<file path="config.mk">
export PLATFORM = sky130hd
export DESIGN_NAME = trap_ctrl
export DESIGN_NICKNAME = d
export VERILOG_FILES = /design/src/rtl/trap_ctrl.sv
export SDC_FILE = /design/constraint.sdc
export NUM_CORES = 1
export LEC_CHECK = 0
export CAP_MARGIN = 10
export CORE_MARGIN = 2
export CORE_UTILIZATION = 30
export CTS_BUF_LIST = sky130_fd_sc_hd__clkbuf_16
export DETAILED_ROUTE_END_ITERATION = 16
export PLACE_DENSITY = 0.56
export SKIP_LAST_GASP = 1
export SYNTH_ARGS = -nofsm -noshare
export SYNTH_HDL_FRONTEND = slang
export SYNTH_SLANG_ARGS = --single-unit
</file>
<file path="constraint.sdc">
create_clock -name clk -period 2.13 [get_ports clk]
set_input_delay 0.426 -clock clk [delete_from_list [all_inputs] [get_ports clk]]
set_output_delay 0.426 -clock clk [all_outputs]
set_load 0.005 [all_outputs]
</file>
<file path="src/rtl/trap_ctrl.sv">
// Machine-mode trap controller: holds the trap CSRs, sequences trap entry
// (SAVE then VECTOR) and trap return (RETURN), and drives the fetch
// redirect / stall controls for the pipeline.
module trap_ctrl #(
   parameter logic [31:0] MTVEC_RST = 32'h0000_0100
) (
   input  logic        clk,
   input  logic        rst,
   input  logic        ecall,
   input  logic        ebreak,
   input  logic        mret,
   input  logic        irq_ext,
   input  logic        irq_timer,
   input  logic [31:0] pc_in,
   input  logic        csr_we,
   input  logic [11:0] csr_addr,
   input  logic [31:0] csr_wdata,
   output logic [31:0] csr_rdata,
   output logic        redirect,
   output logic [31:0] redirect_pc,
   output logic        stall
);

   localparam logic [11:0] ADDR_MSTATUS = 12'h300;
   localparam logic [11:0] ADDR_MIE     = 12'h304;
   localparam logic [11:0] ADDR_MTVEC   = 12'h305;
   localparam logic [11:0] ADDR_MEPC    = 12'h341;
   localparam logic [11:0] ADDR_MCAUSE  = 12'h342;

   localparam logic [31:0] CAUSE_ECALL  = 32'd11;
   localparam logic [31:0] CAUSE_EBREAK = 32'd3;
   localparam logic [31:0] CAUSE_EXT    = 32'h8000_000B;
   localparam logic [31:0] CAUSE_TIMER  = 32'h8000_0007;

   typedef enum logic [1:0] {
      IDLE   = 2'd0,
      SAVE   = 2'd1,
      VECTOR = 2'd2,
      RETURN = 2'd3
   } state_t;

   state_t      state_reg, state_next;

   // Only the implemented bits of mstatus/mie are stored; the rest read as 0.
   logic        status_mie_reg;
   logic        status_mpie_reg;
   logic        ie_meie_reg;
   logic        ie_mtie_reg;
   logic [31:0] mtvec_reg;
   logic [31:0] mepc_reg;
   logic [31:0] mcause_reg;

   // Trap context latched when leaving IDLE, committed to mepc/mcause at SAVE exit,
   // so a pc_in change while stalled cannot corrupt mepc.
   logic [31:0] trap_pc_reg;
   logic [31:0] trap_cause_reg;
   logic [31:0] trap_cause_next;
   logic        take_trap;

   logic        ext_pending;
   logic        timer_pending;

   assign ext_pending   = irq_ext   & status_mie_reg & ie_meie_reg;
   assign timer_pending = irq_timer & status_mie_reg & ie_mtie_reg;

   // Event selection, next state and state-decoded pipeline controls.
   always_comb begin
      state_next      = state_reg;
      take_trap       = 1'b0;
      trap_cause_next = trap_cause_reg;
      redirect        = 1'b0;
      redirect_pc     = 32'h0;
      stall           = 1'b0;
      case (state_reg)
         IDLE: begin
            if (ecall) begin
               take_trap       = 1'b1;
               trap_cause_next = CAUSE_ECALL;
            end else if (ebreak) begin
               take_trap       = 1'b1;
               trap_cause_next = CAUSE_EBREAK;
            end else if (mret) begin
               state_next = RETURN;
            end else if (ext_pending) begin
               take_trap       = 1'b1;
               trap_cause_next = CAUSE_EXT;
            end else if (timer_pending) begin
               take_trap       = 1'b1;
               trap_cause_next = CAUSE_TIMER;
            end
            if (take_trap) begin
               state_next = SAVE;
            end
         end
         SAVE: begin
            stall      = 1'b1;
            state_next = VECTOR;
         end
         VECTOR: begin
            redirect    = 1'b1;
            redirect_pc = {mtvec_reg[31:2], 2'b00};
            state_next  = IDLE;
         end
         RETURN: begin
            redirect    = 1'b1;
            redirect_pc = mepc_reg;
            state_next  = IDLE;
         end
         default: state_next = IDLE;
      endcase
   end

   // FSM state register.
   always_ff @(posedge clk) begin
      if (rst) begin
         state_reg <= IDLE;
      end else begin
         state_reg <= state_next;
      end
   end

   // Latch trap PC and cause at the IDLE->SAVE transition.
   always_ff @(posedge clk) begin
      if (rst) begin
         trap_pc_reg    <= 32'h0;
         trap_cause_reg <= 32'h0;
      end else if (take_trap) begin
         trap_pc_reg    <= pc_in;
         trap_cause_reg <= trap_cause_next;
      end
   end

   // CSR updates: software writes first, hardware trap/return updates last so they win.
   always_ff @(posedge clk) begin
      if (rst) begin
         status_mie_reg  <= 1'b0;
         status_mpie_reg <= 1'b0;
         ie_meie_reg     <= 1'b0;
         ie_mtie_reg     <= 1'b0;
         mtvec_reg       <= MTVEC_RST;
         mepc_reg        <= 32'h0;
         mcause_reg      <= 32'h0;
      end else begin
         if (csr_we) begin
            case (csr_addr)
               ADDR_MSTATUS: begin
                  status_mie_reg  <= csr_wdata[3];
                  status_mpie_reg <= csr_wdata[7];
               end
               ADDR_MIE: begin
                  ie_mtie_reg <= csr_wdata[7];
                  ie_meie_reg <= csr_wdata[11];
               end
               ADDR_MTVEC:  mtvec_reg  <= csr_wdata;
               ADDR_MEPC:   mepc_reg   <= csr_wdata & ~32'h3;
               ADDR_MCAUSE: mcause_reg <= csr_wdata;
               default: ;
            endcase
         end
         if (state_reg == SAVE) begin
            mepc_reg        <= trap_pc_reg & ~32'h3;
            mcause_reg      <= trap_cause_reg;
            status_mpie_reg <= status_mie_reg;
            status_mie_reg  <= 1'b0;
         end
         if (state_reg == RETURN) begin
            status_mie_reg  <= status_mpie_reg;
            status_mpie_reg <= 1'b1;
         end
      end
   end

   // Combinational CSR read port.
   always_comb begin
      csr_rdata = 32'h0;
      case (csr_addr)
         ADDR_MSTATUS: csr_rdata = {24'h0, status_mpie_reg, 3'b000, status_mie_reg, 3'b000};
         ADDR_MIE:     csr_rdata = {20'h0, ie_meie_reg, 3'b000, ie_mtie_reg, 7'h00};
         ADDR_MTVEC:   csr_rdata = mtvec_reg;
         ADDR_MEPC:    csr_rdata = mepc_reg;
         ADDR_MCAUSE:  csr_rdata = mcause_reg;
         default:      csr_rdata = 32'h0;
      endcase
   end

endmodule
</file>
==> results.md <==
- Cell with the most instances after synthesis: nand2_1
- CP startpoint kind: input port
- Area Overhead vs Synth: 53.0%
- Rows: between 50 and 60
- Antenna violations before repair: 1
- Via count of the first global-routing pass: 6520
- CP arrival: 1830 ps
- Initial Utilization: 0.306
- Synth cell types: 58
- Combinational share of power: 0.149
- RSZ-0062 raised after global routing: true
- Vias: between 6000 and 7000
- Hold Vio Cnt, Final: 0
- Clock power share: 0.428
- Reg2reg end: mcause_reg[20]$_SDFFE_PP0P_
- Post-DP HPWL: around 16000 µm
- Reg clk slew, reported paths: 60 ps
- Fin. max-slew vios: 0
- Most common library cells after synthesis: 153 x nand2_1, 134 x dfxtp_1, 99 x a21oi_1, 66 x o21ai_0, 48 x clkbuf_1
- DRC: 0
- CTS root buf: clkbuf_16
- Setup crit end: csr_rdata[14]
- FMAX: 444 MHz
- CTS tree: done
- Layout cells sized above 1: 0.265
- Routability Congestion: between 0.8 and 0.9
- WS Path Type: input port to output port
- Switching pwr: 1.71 mW
- Syn. warnings: 0
- Drt first-iter violations: 520
- Setup TNS Final: -2870 ps
- Avg Cell Area, Syn: just over 8 µm²
- Post-synth EDFFs: 0
- Post-Route Utilization: 0.468
- CTS H-tree depth: 4
- Mapped Cells: 793
- Peak supply drop: between 400 and 500 µV
- Endpoints failing setup: 43
- Post-synthesis cell area: between 6000 and 7000 µm²
- Die W: ~150 µm
- Clock sinks: 134
- Required time of the critical path: ~1700 ps
- Violated checks: setup timing
- Seq/Total Area, Yosys: 0.416
- Worst R2R Path Depth: 4
- First-pass GRT wire length: ~38000 µm
- Run status: complete, but fails checks
- Largest net degree at the start of global routing: 36
- Max FO, Critical Path: 4
- Routed len/inst: between 15 and 20 µm
- Internal power: 4.79 mW
- Avg Vias per Cell: roughly 5.2
- # hold bufs at CTS: 0
- Cts bufs inserted: 17
- Area post-placement: roughly 8600 µm²
- Min Clock Period, post-route: 2250 ps
- Pwr per Cell Area: between 600 and 700 nW/µm²
- Max Cap Viol: 0
- Clk buf depth: 2
- IO Pins: 150
- Core area: roughly 21000 µm²
- Synth Flop Type: dfxtp_1
- Place WS: -862 ps
- Setup crit end kind: output port
- Final period util: 1.06
- Clk Latency, worst-skew pair: between 400 and 500 ps
- Area leader, netlist: dfxtp_1
- Worst reg2reg startpoint: state_reg[0]$_SDFFE_PP0P_
- Register-to-register setup slack: ~340 ps
- Total chip power: roughly 6.5 mW
- DRT Pass-1 Iters: 7
- Chip Height: around 150 µm
- Clk_skew: just under 9 ps
- Final worst slack: -122 ps
- CP Launch Point: csr_addr[0]
- Sequential power share: 0.423
- Yosys top cell area share: 0.416
- Buffers on Ports: ~150
- Ranking of synthesized cells by area: dfxtp_1 42%, nand2_1 8.9%, a21oi_1 7.7%
- #FFs+latches synth: around 130
- Die ar.: 22700 µm²
- Global Route Usage Sum: 0.219
- Nets: approximately 1100
- Sw frac: 0.263
- Post-DRT Antenna Nets: 0
- Post-synthesis async set-or-reset flop share: 0
- Post-route cell area: 9880 µm²
- Hold/Removal Path Class: flop to flop
- Drt total wl: 24700 µm
- P_leak: 4.08 nW
- Remaining global-route overflow: 0
## layout make-up
cell class | count | area (µm²)
sequential | 134 | 2690
tap | 275 | 344
multi-input combinational | 577 | 3600
fill | 2093 | 11200
timing repair buffer | 262 | 2680
inverter | 5 | 21.3
clock buffer | 17 | 425
antenna | 1 | 2.50
clock inverter | 14 | 120
## worst max-delay path, stage by stage
cell and delay [ps]:
buf_6 100, buf_6 100, and4bb_4 330, and3_4 280, buf_12 150, buf_6 100
buf_6 100, nand2_2 40, nand2_1 70, buf_2 110
## cell usage in the layout (no fill, tap or decap), types with 30 or more instances in the layout
master,Yosys,final
buf_4,4,68
o21ai_0,66,66
nand3_1,32,32
a31oi_1,38,38
dfxtp_1,134,132
buf_2,17,34
a21oi_1,99,99
nand2_2,0,30
nor2b_1,31,31
clkdlybuf4s50_1,0,85
nand2_1,153,118
## power groups by stage
stage	registers (mW)	logic [mW]	clock network (mW)
final	2.75	0.969	2.78
after global routing	2.76	1.05	2.94
after CTS	2.74	0.928	2.81
after detailed placement	2.79	0.901	0
after global placement	2.79	0.896	0
after floorplan	2.75	0.496	0
## routing by layer
layer	vias up	wire [µm]	GRT usage
met5	-	0	0
met3	30	1520	0.0409
met1	3193	11100	0.302
met2	240	11700	0.352
met4	0	376	0.0598
li1	3247	-	-
## worst min path at each step
stage / slack [ps] / depth (start not counted) / end / from
after global routing: 470 / 2 / mtvec_reg[1]$_SDFFE_PP0P_ / mtvec_reg[1]$_SDFFE_PP0P_
after CTS: 450 / 2 / mtvec_reg[1]$_SDFFE_PP0P_ / mtvec_reg[1]$_SDFFE_PP0P_
final: 450 / 2 / mtvec_reg[1]$_SDFFE_PP0P_ / mtvec_reg[1]$_SDFFE_PP0P_
after global placement: 440 / 2 / mtvec_reg[0]$_SDFFE_PP0P_ / mtvec_reg[0]$_SDFFE_PP0P_
after detailed placement: 450 / 2 / mtvec_reg[0]$_SDFFE_PP0P_ / mtvec_reg[0]$_SDFFE_PP0P_
after floorplan: 430 / 2 / mcause_reg[3]$_SDFFE_PP0P_ / mcause_reg[3]$_SDFFE_PP0P_
## what timing repair did
action | in CTS | in global routing
setup endpoints to repair | 63 | 61
pin swaps | 32 | 14
buffers inserted | 36 | 10
gates resized for setup | 248 | 65
gates cloned | 6 | 1
## logic make-up (layout without fill, tap and decap cells)
group                  count (synthesis)  in the layout  synth area share
AOI/OAI and AO/OA                    277            277             0.258
buffers and inverters                 83            298            0.0684
DFF                                  134            134             0.416
muxes                                 34             34            0.0527
other                                  1              3          0.000581
and+or+nand+nor                      264            264             0.205
## per-stage QoR
stage,cells,hold WS (ps)
2_1_floorplan,794,430
5_1_grt,1285,469
3_5_place_dp,1203,446
4_1_cts,1275,454
3_3_place_gp,1203,442
6_report,1285,453
Note: power is estimated with default switching activity, not from simulation.
